[src/rtl/pattern_pkg.sv]
// -----------------------------------------------------------------------------
// pattern_pkg
// Shared definitions for the pattern loader:
//   - PAT_W_DEF / PAT_H_DEF : seed bitmap dimensions (the table below is sized
//                             for these values)
//   - pat_row_t             : one bitmap row, index 0 = leftmost column
//   - state_t               : loader FSM states
//   - PATTERN_TABLE         : 16 seed bitmaps, row 0 first
//   - pat_reverse()         : left/right flip of a bitmap row (mirrored placement)
// -----------------------------------------------------------------------------
package pattern_pkg;

    localparam int PAT_W_DEF = 8;
    localparam int PAT_H_DEF = 8;
    localparam int PAT_RW    = $clog2(PAT_H_DEF);
    localparam int NUM_PAT   = 16;

    typedef logic [0:PAT_W_DEF-1] pat_row_t;

    typedef enum logic [1:0] {
        IDLE = 2'd0,
        LOAD = 2'd1,
        FIN  = 2'd2
    } state_t;

    // Literals are written leftmost column first (MSB = column 0).
    localparam pat_row_t PATTERN_TABLE [NUM_PAT][PAT_H_DEF] = '{
        // 0: empty
        '{8'b0000_0000, 8'b0000_0000, 8'b0000_0000, 8'b0000_0000,
          8'b0000_0000, 8'b0000_0000, 8'b0000_0000, 8'b0000_0000},
        // 1: single cell
        '{8'b1000_0000, 8'b0000_0000, 8'b0000_0000, 8'b0000_0000,
          8'b0000_0000, 8'b0000_0000, 8'b0000_0000, 8'b0000_0000},
        // 2: 2x2 block
        '{8'b1100_0000, 8'b1100_0000, 8'b0000_0000, 8'b0000_0000,
          8'b0000_0000, 8'b0000_0000, 8'b0000_0000, 8'b0000_0000},
        // 3: beehive
        '{8'b0110_0000, 8'b1001_0000, 8'b0110_0000, 8'b0000_0000,
          8'b0000_0000, 8'b0000_0000, 8'b0000_0000, 8'b0000_0000},
        // 4: loaf
        '{8'b0110_0000, 8'b1001_0000, 8'b0101_0000, 8'b0010_0000,
          8'b0000_0000, 8'b0000_0000, 8'b0000_0000, 8'b0000_0000},
        // 5: boat
        '{8'b1100_0000, 8'b1010_0000, 8'b0100_0000, 8'b0000_0000,
          8'b0000_0000, 8'b0000_0000, 8'b0000_0000, 8'b0000_0000},
        // 6: tub
        '{8'b0100_0000, 8'b1010_0000, 8'b0100_0000, 8'b0000_0000,
          8'b0000_0000, 8'b0000_0000, 8'b0000_0000, 8'b0000_0000},
        // 7: horizontal blinker
        '{8'b1110_0000, 8'b0000_0000, 8'b0000_0000, 8'b0000_0000,
          8'b0000_0000, 8'b0000_0000, 8'b0000_0000, 8'b0000_0000},
        // 8: toad
        '{8'b0111_0000, 8'b1110_0000, 8'b0000_0000, 8'b0000_0000,
          8'b0000_0000, 8'b0000_0000, 8'b0000_0000, 8'b0000_0000},
        // 9: beacon
        '{8'b1100_0000, 8'b1100_0000, 8'b0011_0000, 8'b0011_0000,
          8'b0000_0000, 8'b0000_0000, 8'b0000_0000, 8'b0000_0000},
        // 10: glider
        '{8'b0100_0000, 8'b0010_0000, 8'b1110_0000, 8'b0000_0000,
          8'b0000_0000, 8'b0000_0000, 8'b0000_0000, 8'b0000_0000},
        // 11: lightweight spaceship
        '{8'b0100_1000, 8'b1000_0000, 8'b1000_1000, 8'b1111_0000,
          8'b0000_0000, 8'b0000_0000, 8'b0000_0000, 8'b0000_0000},
        // 12: R-pentomino
        '{8'b0110_0000, 8'b1100_0000, 8'b0100_0000, 8'b0000_0000,
          8'b0000_0000, 8'b0000_0000, 8'b0000_0000, 8'b0000_0000},
        // 13: diehard
        '{8'b0000_0010, 8'b1100_0000, 8'b0100_0111, 8'b0000_0000,
          8'b0000_0000, 8'b0000_0000, 8'b0000_0000, 8'b0000_0000},
        // 14: acorn
        '{8'b0100_0000, 8'b0001_0000, 8'b1100_1110, 8'b0000_0000,
          8'b0000_0000, 8'b0000_0000, 8'b0000_0000, 8'b0000_0000},
        // 15: clock oscillator
        '{8'b0010_0000, 8'b1010_0000, 8'b0101_0000, 8'b0100_0000,
          8'b0000_0000, 8'b0000_0000, 8'b0000_0000, 8'b0000_0000}
    };

    // Flip a bitmap row left/right: column c moves to PAT_W-1-c.
    function automatic pat_row_t pat_reverse(input pat_row_t row);
        pat_row_t res;
        for (int c = 0; c < PAT_W_DEF; c++) begin
            res[c] = row[PAT_W_DEF-1-c];
        end
        return res;
    endfunction

endpackage

[src/rtl/pattern_rom.sv]
// -----------------------------------------------------------------------------
// pattern_rom
// Combinational lookup of one seed bitmap row.
//   i_id   : pattern index (0 = empty)
//   i_row  : bitmap row within the pattern
//   o_bits : bitmap row, index 0 = leftmost column
// -----------------------------------------------------------------------------
module pattern_rom
    import pattern_pkg::*;
(
    input  logic [3:0]        i_id,
    input  logic [PAT_RW-1:0] i_row,
    output pat_row_t          o_bits
);

    // Table read.
    always_comb begin
        o_bits = PATTERN_TABLE[i_id][i_row];
    end

endmodule

[src/rtl/pattern_loader.sv]
// -----------------------------------------------------------------------------
// pattern_loader
// Places one of 16 stored seed patterns into the life grid at (x_off, y_off)
// with toroidal wrap, streaming the result as masked row writes.
//
// Ports
//   clk, rst     : clock, asynchronous active-high reset
//   start        : load request, sampled only in IDLE
//   pattern_id   : seed index (0 = empty)
//   x_off, y_off : grid position of pattern cell (0,0)
//   merge        : 1 = OR pattern rows into grid, 0 = rewrite the whole grid
//   busy         : load in progress
//   done         : one-cycle pulse after the last accepted row write
//   wr_en        : row write valid; wr_row/wr_data/wr_mask held until accepted
//   wr_ready     : grid memory accepts the row this cycle
//   wr_row       : target row
//   wr_data      : row bits, index 0 = leftmost column
//   wr_mask      : bits to update
//   mirror       : (only with PATTERN_MIRROR_EN) place the pattern flipped
//                  left/right; latched with start
//
// Configuration macro: PATTERN_MIRROR_EN adds the mirror input.
// PAT_W/PAT_H must match the bitmap size in pattern_pkg.
// -----------------------------------------------------------------------------
module pattern_loader
    import pattern_pkg::*;
#(
    parameter int GRID_W = 32,
    parameter int GRID_H = 32,
    parameter int PAT_W  = PAT_W_DEF,
    parameter int PAT_H  = PAT_H_DEF
) (
    input  logic                      clk,
    input  logic                      rst,
    input  logic                      start,
    input  logic [3:0]                pattern_id,
    input  logic [$clog2(GRID_W)-1:0] x_off,
    input  logic [$clog2(GRID_H)-1:0] y_off,
    input  logic                      merge,
    output logic                      busy,
    output logic                      done,
    output logic                      wr_en,
    input  logic                      wr_ready,
    output logic [$clog2(GRID_H)-1:0] wr_row,
    output logic [0:GRID_W-1]         wr_data,
    output logic [0:GRID_W-1]         wr_mask
`ifdef PATTERN_MIRROR_EN
    ,
    input  logic                      mirror
`endif
);

    localparam int XW = $clog2(GRID_W);
    localparam int YW = $clog2(GRID_H);

    localparam logic [XW:0]   GRID_W_L  = (XW+1)'(GRID_W);
    localparam logic [YW:0]   GRID_H_L  = (YW+1)'(GRID_H);
    localparam logic [YW:0]   PAT_H_L   = (YW+1)'(PAT_H);
    localparam logic [YW-1:0] GRID_LAST = YW'(GRID_H - 1);
    localparam logic [YW-1:0] PAT_LAST  = YW'(PAT_H - 1);

    // Latched request and progress.
    state_t        r_state;
    logic [3:0]    r_id;
    logic [XW-1:0] r_x;
    logic [YW-1:0] r_y;
    logic          r_merge;
    logic [YW-1:0] r_cnt;
`ifdef PATTERN_MIRROR_EN
    logic          r_mirror;
`endif

    // Row generator inputs: the live request in IDLE (row 0 is prepared the
    // cycle start is accepted), otherwise the latched request and next index.
    logic [3:0]    w_sel_id;
    logic [XW-1:0] w_sel_x;
    logic [YW-1:0] w_sel_y;
    logic          w_sel_merge;
    logic          w_sel_mir;
    logic [YW-1:0] w_idx;

    logic [YW:0]      w_rel;
    logic [YW:0]      w_sum;
    logic [YW-1:0]    w_tgt;
    logic             w_in_pat;
    pat_row_t         w_rom_bits;
    pat_row_t         w_pat;
    logic [XW:0]      w_lsh;
    logic [0:GRID_W-1] w_place;
    logic [0:GRID_W-1] w_data;
    logic [0:GRID_W-1] w_mask;
    logic             w_last;

    // Select request source and the write index to prepare next.
    always_comb begin
        if (r_state == IDLE) begin
            w_sel_id    = pattern_id;
            w_sel_x     = x_off;
            w_sel_y     = y_off;
            w_sel_merge = merge;
`ifdef PATTERN_MIRROR_EN
            w_sel_mir   = mirror;
`else
            w_sel_mir   = 1'b0;
`endif
            w_idx       = '0;
        end else begin
            w_sel_id    = r_id;
            w_sel_x     = r_x;
            w_sel_y     = r_y;
            w_sel_merge = r_merge;
`ifdef PATTERN_MIRROR_EN
            w_sel_mir   = r_mirror;
`else
            w_sel_mir   = 1'b0;
`endif
            w_idx       = r_cnt + YW'(1);
        end
    end

    // Map write index to target grid row and pattern row (both wrap mod GRID_H).
    // Merge walks pattern rows; overwrite walks grid rows.
    always_comb begin
        w_sum = {1'b0, w_sel_y} + {1'b0, w_idx};
        w_rel = '0;
        w_tgt = '0;
        if (w_sel_merge) begin
            w_rel = {1'b0, w_idx};
            if (w_sum >= GRID_H_L) begin
                w_tgt = YW'(w_sum - GRID_H_L);
            end else begin
                w_tgt = w_sum[YW-1:0];
            end
        end else begin
            w_tgt = w_idx;
            if (w_idx >= w_sel_y) begin
                w_rel = {1'b0, w_idx} - {1'b0, w_sel_y};
            end else begin
                w_rel = {1'b0, w_idx} + GRID_H_L - {1'b0, w_sel_y};
            end
        end
        w_in_pat = (w_rel < PAT_H_L);
    end

    pattern_rom u_rom (
        .i_id   (w_sel_id),
        .i_row  (w_rel[PAT_RW-1:0]),
        .o_bits (w_rom_bits)
    );

    // Placement: blank rows outside the pattern, optional flip, then rotate
    // the pattern from column 0 to x so columns past the edge wrap to the left.
    always_comb begin
        if (w_in_pat) begin
            w_pat = w_rom_bits;
        end else begin
            w_pat = '0;
        end
        if (w_sel_mir) begin
            w_pat = pat_reverse(w_pat);
        end else begin
            w_pat = w_pat;
        end
        w_place            = '0;
        w_place[0:PAT_W-1] = w_pat;
        // Shift by GRID_W when x = 0 yields zero, so the wrap term vanishes.
        w_lsh  = GRID_W_L - {1'b0, w_sel_x};
        w_data = (w_place >> w_sel_x) | (w_place << w_lsh);
        if (w_sel_merge) begin
            w_mask = w_data;
        end else begin
            w_mask = '1;
        end
    end

    // Final write of the current request.
    always_comb begin
        if (r_merge) begin
            w_last = (r_cnt == PAT_LAST);
        end else begin
            w_last = (r_cnt == GRID_LAST);
        end
    end

    // Loader FSM with registered write port and status outputs.
    always_ff @(posedge clk or posedge rst) begin
        if (rst) begin
            r_state  <= IDLE;
            r_id     <= 4'd0;
            r_x      <= '0;
            r_y      <= '0;
            r_merge  <= 1'b0;
            r_cnt    <= '0;
`ifdef PATTERN_MIRROR_EN
            r_mirror <= 1'b0;
`endif
            busy     <= 1'b0;
            done     <= 1'b0;
            wr_en    <= 1'b0;
            wr_row   <= '0;
            wr_data  <= '0;
            wr_mask  <= '0;
        end else begin
            case (r_state)
                IDLE: begin
                    done <= 1'b0;
                    if (start) begin
                        r_id     <= pattern_id;
                        r_x      <= x_off;
                        r_y      <= y_off;
                        r_merge  <= merge;
`ifdef PATTERN_MIRROR_EN
                        r_mirror <= mirror;
`endif
                        r_cnt    <= '0;
                        busy     <= 1'b1;
                        wr_en    <= 1'b1;
                        wr_row   <= w_tgt;
                        wr_data  <= w_data;
                        wr_mask  <= w_mask;
                        r_state  <= LOAD;
                    end else begin
                        r_state  <= IDLE;
                    end
                end
                LOAD: begin
                    if (wr_ready) begin
                        if (w_last) begin
                            busy    <= 1'b0;
                            wr_en   <= 1'b0;
                            done    <= 1'b1;
                            wr_row  <= '0;
                            wr_data <= '0;
                            wr_mask <= '0;
                            r_state <= FIN;
                        end else begin
                            r_cnt   <= w_idx;
                            wr_row  <= w_tgt;
                            wr_data <= w_data;
                            wr_mask <= w_mask;
                            r_state <= LOAD;
                        end
                    end else begin
                        r_state <= LOAD;
                    end
                end
                FIN: begin
                    done    <= 1'b0;
                    r_state <= IDLE;
                end
                default: begin
                    busy    <= 1'b0;
                    done    <= 1'b0;
                    wr_en   <= 1'b0;
                    wr_row  <= '0;
                    wr_data <= '0;
                    wr_mask <= '0;
                    r_state <= IDLE;
                end
            endcase
        end
    end

endmodule

[config.mk]
export PLATFORM = sky130hd
export DESIGN_NAME = pattern_loader
export DESIGN_NICKNAME = d
export VERILOG_FILES = /design/src/rtl/pattern_pkg.sv /design/src/rtl/pattern_rom.sv /design/src/rtl/pattern_loader.sv
export SDC_FILE = /design/constraint.sdc
export NUM_CORES = 1
export LEC_CHECK = 0
export ABC_AREA = 1
export BUFFER_PORTS_ARGS = -buffer_cell sky130_fd_sc_hd__buf_2
export CAP_MARGIN = 20
export CORE_MARGIN = 5
export CORE_UTILIZATION = 25
export CTS_BUF_LIST = sky130_fd_sc_hd__clkbuf_8
export DETAILED_ROUTE_END_ITERATION = 6
export GPL_ROUTABILITY_DRIVEN = 0
export GPL_TIMING_DRIVEN = 0
export PLACE_DENSITY = 0.5
export SLEW_MARGIN = 20
export SYNTH_ARGS = -nofsm -noshare
export SYNTH_HDL_FRONTEND = slang
export SYNTH_SLANG_ARGS = --single-unit
export TNS_END_PERCENT = 10
[constraint.sdc]
create_clock -name clk -period 10.7 [get_ports clk]
set_input_delay 3.21 -clock clk [delete_from_list [all_inputs] [get_ports clk]]
set_output_delay 3.21 -clock clk [all_outputs]
set_load 0.005 [all_outputs]
==> flow_summary.yaml <==
placed_design:
  dpl_cell_area_um2: 6700
  io_buffers: 90
  dp_hpwl_mm: 14.2
pwr:
  seq_power_share_pct: 24.0
  vdd_drop_max_uv: 125
  swShare_pct: 53.9
  power_frac_comb_pct: 66.6
  power_leakage_nw: 3.85
  p_clk_share_pct: 9.4
  p_total_mw: 2.44
  power.switching_mw: 1.31
  intPower_mw: 1.12
  p_per_area_nw_per_um2: 354
clock_tree:
  htree_levels: 3
  clock_latency_ps: 390
  path_clk_slew_ps: 90
  ctsHoldBuffers: 0
  cts_tree: "yes"
  cts.sink_count: 93
  post_cts_buffers: 0
  cts-root-buf: "clkbuf_8"
  post_cts_resize_count: 0
  cts_max_path_buffers: 2
  cts_made_buffers: 9
critical_path:
  r2r_slack_ps: 6710
  worst_ep_arrival_time_ps: 6140
  cp-start-kind: "primary input"
  r2r-start: "r_state[1]$_DFF_PP0_"
  crit_chain: "buf_2 -> inv_1 -> o21ai_0 -> ha_1 -> inv_1 -> fa_1 -> inv_1 -> o21ai_2 -> inv_1 -> nand2_1 -> nand2_1 -> nor2_1 -> nand2_1 -> nand2_1 -> nand3_1 -> nand3_1 -> nand2_1 -> nand2_1 -> nand3_1 -> nand2_1"
  path_buf_inv: 5
  critPathKind: "primary input to flop"
  max_stage_delay_ps: 480
  r2r_end: "wr_data[25]$_DFFE_PP0P_"
  cp_common_cell: "nand2_1"
  cp_max_fo: 9
  cp.required_ps: 11010
  cp_top_family: "simple AND/OR/NAND/NOR gates"
  end_kind: "flop"
  reg2reg_depth: 19
  critPathSlowestCell: "fa_1"
routing:
  num_vias: 5717
  initialDrtViolationCount: 408
  antenna_left: 0
  wirelength_mm: 18.3
  via_per_inst: 4.52
  wire_per_inst_um: 14.5
  firstDrtPassIters: 5
  drc_errors: 0
cells_and_area:
  layout_commonest_cell: "nand2_1"
  multiInputGateArea_um2: 2980
  mostFrequentLayoutCells: "nand2_1 (342), nand3_1 (116), buf_2 (95)"
  nets: 984
  post-route-util_pct: 30.2
  fillCellCount: 2542
  final_area_um2: 6890
  area_growth_pct: 18.2
  antennaDiodeCount: 0
  seq_area_um2: 2330
  final_layout_size_suffix_gt1_share_pct: 16.2
timing:
  slew_headroom_pct: 48.6
  tightest_slew_ps: 771
  min_period_ps: 5830
  fmax_mhz: 172
  min_period_over_period_pct: 54.5
  setup_tns_ps: 0
  setup_violations: 0
  fin_worst_skew_ps: 20.0
  maxSlewViolCount: 0
  final_hold_viol_count: 0
  grt_setup_unrepaired: "false"
synthesis:
  ys.flop_type: "dfrtp_1"
  ys_ff_latch: 93
  syn_area_um2: 5830
  ys_warn_count: 0
  postSynthCellCount: 845
  async_flop_share_pct: 100
  synth_edf_count: 0
  synth_seq_area_share_pct: 39.9
  syn_avg_cell_area_um2: 6.90
  synth_nets: 882
  synthDistinctLibCells: 38
grt:
  grt_overflow: 0
  grt_pass1_wl_mm: 29.6
  grt_max_degree: 71
  antenna_found_initial: 0
  grt_pass1_vias: 5544
  grt_usage_pct: 14.0
hold_path:
  hold_path_depth: 2
  hold_path.class: "flop to flop"
  min_from: "wr_data[3]$_DFFE_PP0P_"
  min_to: "wr_data[3]$_DFFE_PP0P_"
die:
  num_rows: 55
  die_w_um: 163
  die_h_um: 163
  boundaryPins: 91
  die_area_um2: 26500
  core-area_um2: 22800
  start_util_pct: 25.6
run:
  drv_cap: 0
status:
  outcome: "complete, no violations"
[logic make-up (layout without fill, tap and decap cells)]
logic type,count (synthesis),in the layout,share of synthesized area [%]
AOI/OAI and AO/OA,68,68,6.81
xor gates and xnor gates,5,5,0.752
adders and majority gates,18,18,4.12
buffers and inverters,124,231,8.89
DFF,93,93,39.9
and+or+nand+nor,537,537,39.5
[per-stage QoR]
stage / hold WS (ps) / std cells / setup slack (ps)
2_1_floorplan: 448 / 845 / 5070
3_3_place_gp: 458 / 1248 / 3670
3_5_place_dp: 462 / 1249 / 4450
4_1_cts: 487 / 1265 / 4870
5_1_grt: 509 / 1265 / 4560
6_report: 480 / 1265 / 4870
[layer usage]
metal	global-route usage (%)	share of wire (%)
met4	3.58	1.7
met1	19.6	48
met3	3.52	6.2
met5	0	0
met2	21.8	45
[state kept, by name, summed over array words and instances (netlist names), 2 cells and up]
name	flops
r_x	5
r_state	2
wr_data	32
r_id	4
wr_row	5
wr_mask	32
r_cnt	5
r_y	5
[synthesized netlist by cell type (all sizes together) (2+ instances only)]
library cell	count	share of area, %
buf	16	1.9
fa	2	0.69
ha	16	3.4
a21oi	6	0.52
dfrtp	93	40
nand4	19	2.0
nand3	116	10
nand2	352	23
xor2	4	0.60
nor2	41	3.2
o22ai	3	0.32
nor3	4	0.52
clkbuf	17	1.1
o21ai	52	5.0
nand3b	4	0.52
inv	90	5.8
o31ai	2	0.26
[power by group through the flow]
stage	sequential [mW]	clock, mW	combinational [mW]
after global placement	0.590	0	1.61
after floorplan	0.588	0	1.14
after global routing	0.604	0.253	1.86
after CTS	0.585	0.241	1.62
after detailed placement	0.591	0	1.61
final	0.584	0.230	1.62
[cell type report]
| class | instances | share of cell area [%] |
|---|---|---|
| buffer | 33 | 2.54 |
| clock buffer | 11 | 2.20 |
| clock inverter | 5 | 0.509 |
| inverter | 91 | 5.05 |
| multi-input combinational | 628 | 43.3 |
| sequential | 93 | 33.8 |
| tap | 313 | 5.69 |
| timing repair buffer | 91 | 6.94 |
[worst min-delay path, delay by kind of cell, from the launching register on]
| family | cells | cell delay, ps |
|---|---|---|
| flip-flops | 1 | 350 |
| AND/OR/NAND/NOR | 2 | 100 |
[how the worst max path moves through the flow]
stage | startpoint | to | slack (ps) | cells after the start
after CTS | y_off[0] | wr_mask[28]$_DFFE_PP0P_ | 4870 | 16
final | y_off[0] | wr_data[25]$_DFFE_PP0P_ | 4870 | 20
after detailed placement | y_off[0] | wr_mask[28]$_DFFE_PP0P_ | 4450 | 16
after global placement | rst | wr_data[2]$_DFFE_PP0P_ | 3670 | 2
after floorplan | rst | done$_DFFE_PP0P_ | 5070 | 1
after global routing | y_off[0] | wr_mask[25]$_DFFE_PP0P_ | 4560 | 20
No activity file was read; power rests on OpenSTA's default activity.
